--- config.mk ---
export PLATFORM = sky130hd
export DESIGN_NAME = control_fsm
export DESIGN_NICKNAME = d
export VERILOG_FILES = /design/src/rtl/control_pkg.sv /design/src/rtl/control_decode.sv /design/src/rtl/control_fsm.sv
export SDC_FILE = /design/constraint.sdc
export NUM_CORES = 1
export LEC_CHECK = 0
export CORE_ASPECT_RATIO = 2
export CORE_MARGIN = 2
export CORE_UTILIZATION = 40
export CTS_BUF_LIST = sky130_fd_sc_hd__clkbuf_8
export DETAILED_ROUTE_END_ITERATION = 7
export PLACE_DENSITY = 0.7
export SLEW_MARGIN = 20
export SYNTH_ARGS = -nofsm -noshare
export SYNTH_HDL_FRONTEND = slang
export SYNTH_SLANG_ARGS = --single-unit
--- constraint.sdc ---
create_clock -name clk -period 2 [get_ports clk]
set_clock_uncertainty 0.1 [all_clocks]
set_input_delay 0.4 -clock clk [delete_from_list [all_inputs] [get_ports clk]]
set_output_delay 0.4 -clock clk [all_outputs]
set_load 0.02 [all_outputs]
--- src/rtl/control_pkg.sv ---
// rtl/control_pkg.sv - shared types and constants for the multi-cycle control sequencer
package control_pkg;

   typedef enum logic [2:0] {
      S_IDLE   = 3'd0,
      S_FETCH  = 3'd1,
      S_DECODE = 3'd2,
      S_EXEC   = 3'd3,
      S_MEM    = 3'd4,
      S_WB     = 3'd5,
      S_ERR    = 3'd6
   } state_t;

   localparam logic [2:0] OP_ADD   = 3'd0;
   localparam logic [2:0] OP_ROR   = 3'd1;
   localparam logic [2:0] OP_NAND  = 3'd2;
   localparam logic [2:0] OP_LOAD  = 3'd3;
   localparam logic [2:0] OP_STORE = 3'd4;
   localparam logic [2:0] OP_MOVE  = 3'd5;
   localparam logic [2:0] OP_BNE   = 3'd6;
   localparam logic [2:0] OP_SET   = 3'd7;

   // Narrow ALU selects; users zero-extend to their own ALUOp width.
   localparam logic [2:0] ALU_ADD   = 3'd0;
   localparam logic [2:0] ALU_ROR   = 3'd1;
   localparam logic [2:0] ALU_NAND  = 3'd2;
   localparam logic [2:0] ALU_PASSA = 3'd3;
   localparam logic [2:0] ALU_PASSB = 3'd4;
   localparam logic [2:0] ALU_SUB   = 3'd5;

   typedef struct packed {
      logic ir_load;
      logic reg_write;
      logic mem_read;
      logic mem_write;
      logic mem_to_reg;
      logic alu_src;
      logic branch;
      logic pc_en;
      logic busy;
      logic err;
   } ctrl_t;

   function automatic logic [2:0] alu_sel(input logic [2:0] op);
      logic [2:0] sel;
      case (op)
         OP_ADD:  sel = ALU_ADD;
         OP_ROR:  sel = ALU_ROR;
         OP_NAND: sel = ALU_NAND;
         OP_SET:  sel = ALU_PASSB;
         OP_BNE:  sel = ALU_SUB;
         default: sel = ALU_PASSA;
      endcase
      return sel;
   endfunction

endpackage

--- src/rtl/control_decode.sv ---
// rtl/control_decode.sv - Moore output decode from state and latched opcode to datapath controls
module control_decode
   import control_pkg::*;
#(
   parameter int OP_WIDTH = 3
) (
   input  state_t              i_state,
   input  logic [2:0]          i_op,
   input  logic                i_br_taken,
   output ctrl_t               o_ctrl,
   output logic [OP_WIDTH-1:0] o_alu_op
);

   logic w_is_load;
   logic w_is_store;
   logic w_is_bne;
   logic w_is_set;

   assign w_is_load  = (i_op == OP_LOAD);
   assign w_is_store = (i_op == OP_STORE);
   assign w_is_bne   = (i_op == OP_BNE);
   assign w_is_set   = (i_op == OP_SET);

   always_comb begin
      o_ctrl   = '0;
      o_alu_op = OP_WIDTH'(ALU_PASSA);
      case (i_state)
         S_FETCH: begin
            o_ctrl.busy    = 1'b1;
            o_ctrl.ir_load = 1'b1;
         end
         S_DECODE: begin
            o_ctrl.busy = 1'b1;
         end
         S_EXEC: begin
            o_ctrl.busy    = 1'b1;
            o_ctrl.alu_src = w_is_set;
            o_alu_op       = OP_WIDTH'(alu_sel(i_op));
         end
         S_MEM: begin
            o_ctrl.busy      = 1'b1;
            o_ctrl.mem_read  = w_is_load;
            o_ctrl.mem_write = w_is_store;
         end
         S_WB: begin
            // ALU select is held through WB so the result stays stable for write-back.
            o_ctrl.busy       = 1'b1;
            o_ctrl.alu_src    = w_is_set;
            o_alu_op          = OP_WIDTH'(alu_sel(i_op));
            o_ctrl.pc_en      = 1'b1;
            o_ctrl.reg_write  = !(w_is_store || w_is_bne);
            o_ctrl.mem_to_reg = w_is_load;
            o_ctrl.branch     = w_is_bne && i_br_taken;
         end
         S_ERR: begin
            o_ctrl.err = 1'b1;
         end
         default: ;
      endcase
   end

endmodule

--- src/rtl/control_fsm.sv ---
// rtl/control_fsm.sv - multi-cycle fetch/decode/exec/mem/wb control sequencer with retired counter
module control_fsm
   import control_pkg::*;
#(
   parameter int MCODE_BITS = 3,
   parameter int OP_WIDTH   = 3,
   parameter int CNT_W      = 16
) (
   input  logic                  clk,
   input  logic                  rst_n,
   input  logic                  start,
   input  logic                  halt_req,
   input  logic                  instr_valid,
   input  logic [MCODE_BITS-1:0] instr,
   input  logic                  mem_ready,
   input  logic                  alu_zero,
   output logic                  ir_load,
   output logic                  RegWrite,
   output logic                  MemRead,
   output logic                  MemWrite,
   output logic                  MemtoReg,
   output logic                  ALUSrc,
   output logic                  Branch,
   output logic                  pc_en,
   output logic [OP_WIDTH-1:0]   ALUOp,
   output logic                  busy,
   output logic                  done,
   output logic                  err,
   output logic [CNT_W-1:0]      retired
);

   state_t                r_state;
   state_t                w_next;
   logic [MCODE_BITS-1:0] r_op_q;
   logic                  r_br_taken;
   logic                  r_done;
   logic [CNT_W-1:0]      r_retired;
   logic [2:0]            w_op;
   logic                  w_illegal;
   logic                  w_is_mem_op;
   ctrl_t                 w_ctrl;

   assign w_op        = r_op_q[2:0];
   // Shift rather than slice so the check stays legal when MCODE_BITS is exactly 3.
   assign w_illegal   = ((r_op_q >> 3) != '0);
   assign w_is_mem_op = (w_op == OP_LOAD) || (w_op == OP_STORE);

   always_comb begin
      w_next = r_state;
      case (r_state)
         S_IDLE:   if (start) w_next = S_FETCH;
         S_FETCH: begin
            if (halt_req)         w_next = S_IDLE;
            else if (instr_valid) w_next = S_DECODE;
         end
         S_DECODE: w_next = w_illegal ? S_ERR : S_EXEC;
         S_EXEC:   w_next = w_is_mem_op ? S_MEM : S_WB;
         S_MEM:    if (mem_ready) w_next = S_WB;
         S_WB:     w_next = S_FETCH;
         S_ERR:    w_next = S_ERR;
         default:  w_next = S_IDLE;
      endcase
   end

   always_ff @(posedge clk) begin
      if (!rst_n) begin
         r_state    <= S_IDLE;
         r_op_q     <= '0;
         r_br_taken <= 1'b0;
         r_done     <= 1'b0;
         r_retired  <= '0;
      end else begin
         r_state <= w_next;
         r_done  <= (r_state == S_FETCH) && halt_req;
         if ((r_state == S_FETCH) && !halt_req && instr_valid)
            r_op_q <= instr;
         if (r_state == S_EXEC)
            r_br_taken <= (w_op == OP_BNE) && !alu_zero;
         if ((r_state == S_IDLE) && start)
            r_retired <= '0;
         else if ((r_state == S_WB) && (r_retired != '1))
            r_retired <= r_retired + CNT_W'(1);
      end
   end

   control_decode #(
      .OP_WIDTH (OP_WIDTH)
   ) u_decode (
      .i_state    (r_state),
      .i_op       (w_op),
      .i_br_taken (r_br_taken),
      .o_ctrl     (w_ctrl),
      .o_alu_op   (ALUOp)
   );

   assign ir_load  = w_ctrl.ir_load;
   assign RegWrite = w_ctrl.reg_write;
   assign MemRead  = w_ctrl.mem_read;
   assign MemWrite = w_ctrl.mem_write;
   assign MemtoReg = w_ctrl.mem_to_reg;
   assign ALUSrc   = w_ctrl.alu_src;
   assign Branch   = w_ctrl.branch;
   assign pc_en    = w_ctrl.pc_en;
   assign busy     = w_ctrl.busy;
   assign err      = w_ctrl.err;
   assign done     = r_done;
   assign retired  = r_retired;

endmodule
==> results of run 1 <==
power groups by stage:
stage | Sequential, W | Clock [W] | Combinational, W
after global placement | 0.000502 | 0 | 0.000113
after detailed placement | 0.000503 | 0 | 0.000115
after CTS | 0.000492 | 0.000301 | 0.000113
final | 0.000492 | 0.000294 | 0.000113
after floorplan | 0.000500 | 0 | 0.0000586
after global routing | 0.000493 | 0.000317 | 0.000123
critical path, cell delays in order, from the launching register on:
cell             delay [ns]
dfxtp_2                0.35
xor2_1                 0.20
nand2_1                0.12
a211o_1                0.27
clkdlybuf4s15_2        0.25
sequential cells by signal, indices dropped and copies added, names as in the netlist:
register    flops
retired        16
r_op_q          3
r_state         3
done            1
r_br_taken      1
per-stage QoR:
stage | hold WS (ns) | util | setup WS, ns | total power (W)
6_report | 0.4222 | 0.5909 | 0.02964 | 0.0008990
4_1_cts | 0.4293 | 0.5944 | 0.01105 | 0.0009062
5_1_grt | 0.4582 | 0.5909 | -0.01198 | 0.0009333
2_1_floorplan | 0.3800 | - | 0.04375 | 0.0005591
3_5_place_dp | 0.4161 | 0.5823 | -0.03458 | 0.0006181
3_3_place_gp | 0.3962 | 0.5823 | -0.02782 | 0.0006151
final cells by class:
class,count,area [sq um]
fill,321,1306
tap,31,38.79
multi-input combinational,129,815.8
inverter,5,18.77
timing repair buffer,57,488.0
sequential,24,484.2
clock buffer,3,41.29
final timing paths:
| check | depth (start not counted) | slack, ns | end |
|---|---|---|---|
| worst min-delay path | 2 | 0.42 | retired[13] |
| worst max register to register | 5 | 0.08 | retired[13] |
| worst min register to register | 2 | 0.42 | retired[13] |
| worst max-delay path | 4 | 0.03 | ALUOp[0] |
layout by cell type (no fill, tap or decap), types with 4 or more instances in the layout:
cell type,count
nor3_1,10
nor4_1,6
o31ai_1,4
nor2_1,8
inv_1,4
o21ai_0,10
nor2b_1,6
and3_1,4
nand3b_1,4
a21oi_1,16
or3_1,4
nand3_1,9
dlygate4sd2_1,4
clkbuf_2,5
dfxtp_1,21
clkdlybuf4s50_1,26
nand2_1,8
nand4_1,4
buf_4,18
cells by family after synthesis:
family | after synthesis
simple gates | 84
compound gates | 39
flops | 24
buf+inv | 10
mux | 3
xor+xnor | 2
fa+ha+maj | 1
cell usage after synthesis (2+ instances only):
cell / number / area (sq um)
nand4_1: 4 / 25.02
or3_2: 2 / 15.01
or3_1: 4 / 25.02
dfxtp_1: 24 / 480.5
and2_1: 3 / 18.77
nor2b_1: 6 / 37.54
nand3_1: 10 / 50.05
nor4_1: 6 / 37.54
nand2_1: 8 / 30.03
o31ai_1: 4 / 30.03
inv_1: 4 / 15.01
a21oi_1: 16 / 80.08
or4_1: 3 / 22.52
mux2i_1: 3 / 30.03
nand2b_1: 3 / 18.77
nor2_1: 9 / 33.78
nand3b_1: 4 / 30.03
and3_1: 4 / 25.02
nor3_1: 11 / 55.05
clkbuf_1: 3 / 11.26
o21ai_0: 10 / 50.05
layer usage:
| layer | GRT usage | wire [um] | share of wire |
|---|---|---|---|
| met2 | 0.4137 | 2075 | 0.57 |
| met1 | 0.1849 | 1273 | 0.35 |
| met5 | 0 | 0 | 0 |
| met3 | 0.02737 | 149 | 0.041 |
| met4 | 0.1176 | 119 | 0.033 |
timing repair:
item / in CTS / in global routing
gates cloned: 0 / 0
setup endpoints to repair: 13 / 13
buffers inserted: 1 / 1
pin swaps: 0 / 1
gates resized for setup: 24 / 13
==> flow_summary_export.csv, run 1 <==
group,metric,value,unit
run_status,status,"finished clean",
floorplan,core.rowCount,29,
logic_synthesis,syn_area_per_cell,8.167,sq um
global_routing,overflow,0,
logic_synthesis,synth_enable_flop_cells,0,
placed_design,portBuffers,39,
global_routing,grt_pass1_vias,1506,
setup_path,cp-start-kind,"register",
timing,slew_viol_final,0,
routing,viasPerCell,5.876,
routing,wirelength,3.618,mm
timing,relSlewSlack,0.7349,
placed_design,dpl.cell_count,244,
logic_synthesis,netlist_area,1331,sq um
clock_network,htree_levels,1,
clock_network,insertion_delay,0.28,ns
min_path,hp-class,"register to register",
clock_network,path_clk_slew,0.09,ns
logic_synthesis,synthAdderAreaFrac,0.009398,
logic_synthesis,synth_flop_cell,"dfxtp_1",
clock_network,cts_tree,"yes",
routing,route.detailed.drc,0,
timing,setup_tns,0,ns
setup_path,crit_type,"register to primary output",
logic_synthesis,syn_nets,174,
routing,dr.pass1.iters,6,
cells_and_area,final_nets,231,
setup_path,startpoint,"r_state[1]",
placed_design,place.detailed.hpwl,2.886,mm
logic_synthesis,synth.distinct_cells,43,
placed_design,post_dp_cell_area,1859,sq um
setup_path,crit_fanout,3,
routing,drt_iter0_markers,36,
routing,antenna_left,0,
power_and_ir_drop,swShare,0.2435,
setup_path,r2r_start,"r_state[1]",
power_and_ir_drop,clkPwrFrac,0.327,
power_and_ir_drop,internal_power,0.0006801,W
global_routing,antenna_found_initial,0,
setup_path,cp.required,1.50,ns
clock_network,clockBufferDepth,2,
floorplan,core-area,3193,sq um
power_and_ir_drop,ir_drop,452.4,uV
timing,post-route-period-util,0.9852,
clock_network,numCtsBuffers,3,
setup_path,cp.arrival,1.47,ns
power_and_ir_drop,power_frac_seq,0.548,
routing,wl_per_cell,14.53,um
timing,timing.final.crit_period,1.970,ns
logic_synthesis,synth_top_family_by_area,"simple AND/OR/NAND/NOR gates",
floorplan,chipWidth,44.80,um
power_and_ir_drop,p_per_area,476.5,nW/um^2
logic_synthesis,synth_mux_area_frac,0.02256,
cells_and_area,fin_area,1887,sq um
timing,hold_viol,0,
power_and_ir_drop,leakage,0.7203,nW
cells_and_area,stdcell_count,249,
floorplan,die_area,3834,sq um
power_and_ir_drop,power_frac_comb,0.125,
setup_path,setup.worst_path.end_class,"primary output",
global_routing,grt_start_max_net_pins,16,
timing,setup-violations-final,0,
min_path,min-delay-start,"retired[13]",
floorplan,die_y,85.59,um
logic_synthesis,synth-xor-area-share,0.01316,
clock_network,cts.sinks,24,
clock_network,holdBufCountCts,0,
power_and_ir_drop,p_switching,0.0002189,W
timing,fmax,507.5,MHz
logic_synthesis,seq_area_frac_synth,0.3609,
floorplan,initial_utilization,0.4169,
routing,num_vias,1463,
logic_synthesis,synth-seq-cells,24,
logic_synthesis,synthCells,163,
logic_synthesis,synth_simple_gate_area_frac,0.3835,
logic_synthesis,yosysWarnings,0,
job,cap_violations,0,
logic_synthesis,synth_compound_gate_area_share,0.1748,
floorplan,io_pins,40,
clock_network,cts_root_buffer,"clkbuf_8",
cells_and_area,synthToLayoutAreaGrowth,41.73,%
placed_design,place_congestion,0.8072,
logic_synthesis,synth_async_sr_flop_share,0,
cells_and_area,n_antenna_cell,0,
global_routing,grt_usage,0.2102,
timing,worst_slew_pin_slew,0.3921,ns
global_routing,grt_pass1_wl,6.175,mm
cells_and_area,drive_gt1_frac,0.2018,
Note: power is estimated with default switching activity, not from simulation.
==> run 2, diff against run 1 <==
- PLACE_DENSITY: 0.7 -> 0.72
- clock period: 2 -> 1.65 ns (I/O delays scaled with it)
==> run 2 against run 1 <==
Against the previous run:
- the flow now finishes with violations (negative setup slack)
- total power grew 26%
- combinational power grew 67%
- first-iteration DRC count grew 56%
- worst setup slack lost 0.21 ns
- wire length grew 42%
- final cell count grew 12%
- critical path type unchanged
==> flow_summary_export.csv, run 2 (synthesis gave the netlist of run 1 again) <==
group,metric,value,unit
run_status,status,"finished with violations",
run_status,violations,"negative setup slack",
routing,num_vias,1639,
cells_and_area,drive_gt1_frac,0.4839,
routing,route.detailed.drc,0,
global_routing,grt_start_max_net_pins,16,
clock_network,clockBufferDepth,2,
setup_path,cp.required,1.22,ns
floorplan,die_y,85.59,um
timing,whs,0.4033,ns
placed_design,place.detailed.hpwl,3.321,mm
floorplan,initial_utilization,0.4169,
timing,setup-violations-final,26,
setup_path,setup.worst_path.end_class,"primary output",
setup_path,crit_fanout,3,
timing,relSlewSlack,0.7317,
clock_network,insertion_delay,0.27,ns
routing,wl_per_cell,18.43,um
cells_and_area,utilization,0.7661,
power_and_ir_drop,ir_drop,604.1,uV
setup_path,cp_slowest_cell,"dfxtp_2",
cells_and_area,final_nets,260,
timing,hold_viol,0,
global_routing,antenna_found_initial,0,
timing,fmax,545.3,MHz
setup_path,r2r_start,"r_state[2]",
clock_network,cts.sinks,24,
clock_network,holdBufCountCts,0,
cells_and_area,final_common_cell,"buf_4",
routing,viasPerCell,5.875,
power_and_ir_drop,leakage,1.052,nW
global_routing,grt_usage,0.2526,
min_path,hp-class,"register to register",
setup_path,cp.arrival,1.40,ns
timing,rsz0062_at_grt,"yes",
routing,dr.pass1.iters,4,
timing,finalWorstSetupSlack,-0.1837,ns
timing,timing.final.crit_period,1.834,ns
setup_path,crit_type,"register to primary output",
min_path,min-delay-start,"retired[4]",
setup_path,path_cells,"inv_1 > or3_4 > nor3_4 > buf_6",
clock_network,htree_levels,1,
timing,slew_viol_final,0,
global_routing,grt_pass1_vias,1659,
setup_path,startpoint,"r_state[2]",
placed_design,dpl.cell_count,261,
power_and_ir_drop,p_per_area,463.8,nW/um^2
floorplan,chipWidth,44.80,um
cells_and_area,largest_reg_flops,16,
setup_path,max_stage_delay,0.37,ns
clock_network,numCtsBuffers,3,
timing,post-route-period-util,1.111,
routing,drt_iter0_markers,56,
job,cap_violations,0,
placed_design,place_congestion,0.7687,
timing,worst_slew_pin_slew,0.3994,ns
floorplan,io_pins,40,
placed_design,portBuffers,39,
floorplan,core-area,3193,sq um
floorplan,core.rowCount,29,
cells_and_area,stdcell_count,279,
clock_network,path_clk_slew,0.09,ns
routing,antenna_left,0,
floorplan,die_area,3834,sq um
routing,wirelength,5.142,mm
cells_and_area,final_cell_mix,"buf_4 (38), buf_6 (20), dlygate4sd2_1 (16), a21oi_1 (11), dfxtp_1 (10)",
clock_network,cts_root_buffer,"clkbuf_8",
global_routing,grt_pass1_wl,7.500,mm
cells_and_area,synthToLayoutAreaGrowth,83.74,%
global_routing,overflow,0,
setup_path,cp-start-kind,"register",
clock_network,cts_tree,"yes",
cells_and_area,n_antenna_cell,0,
run 2: report_power, final:
part           switching, W  total [W]  internal, W
registers        0.00000761   0.000580     0.000572
logic             0.0000898   0.000189    0.0000995
clock network      0.000199   0.000365     0.000167
total              0.000296    0.00113     0.000838
run 2: timing repair:
action,4_1_cts,5_1_grt
endpoints found under the hold margin,0,0
setup endpoints to repair,39,27
gates resized for setup,103,50
pin swaps,13,12
setup buffers,13,3
gates cloned,0,1
run 2: layout make-up:
type	instances	area, sq um
clock buffers	3	41.29
clock inverters	1	3.754
fillers	231	747.0
inverters	5	23.77
multi-input cells	130	1050
flip-flops and latches	24	520.5
well taps	31	38.79
repair buffers	85	768.2
run 2: metal layers:
| layer | vias up | GRT usage | wire length [um] |
|---|---|---|---|
| met3 | 10 | 0.02526 | 175 |
| li1 | 788 | - | - |
| met1 | 793 | 0.2520 | 1777 |
| met2 | 48 | 0.5178 | 3077 |
| met4 | 0 | 0.04813 | 112 |
| met5 | - | 0 | 0 |
run 2: worst paths after layout:
path                            cells after the start           to  slack, ns
worst min-delay path                                1   retired[4]       0.40
worst min register to register                      1   retired[4]       0.40
worst max register to register                      5  retired[13]      -0.17
worst max-delay path                                4     MemWrite      -0.18
run 2: through the flow:
| stage | cell area, sq um | power, W | worst slack [ns] | TNS [ns] |
|---|---|---|---|---|
| after floorplan | 1414 | 0.0006698 | -0.02737 | -0.03393 |
| after global placement | 2057 | 0.0007326 | -0.2965 | -4.823 |
| after detailed placement | 2057 | 0.0007343 | -0.3140 | -5.186 |
| after CTS | 2216 | 0.001090 | -0.1427 | -1.166 |
| after global routing | 2446 | 0.001163 | -0.2375 | -3.385 |
| final | 2446 | 0.001135 | -0.1837 | -1.838 |
run 2: critical path, delay by kind of cell (launching register included):
family	cells	cell delay, ns
buffers and inverters	2	0.20
AND/OR/NAND/NOR	2	0.56
flip-flops	1	0.37
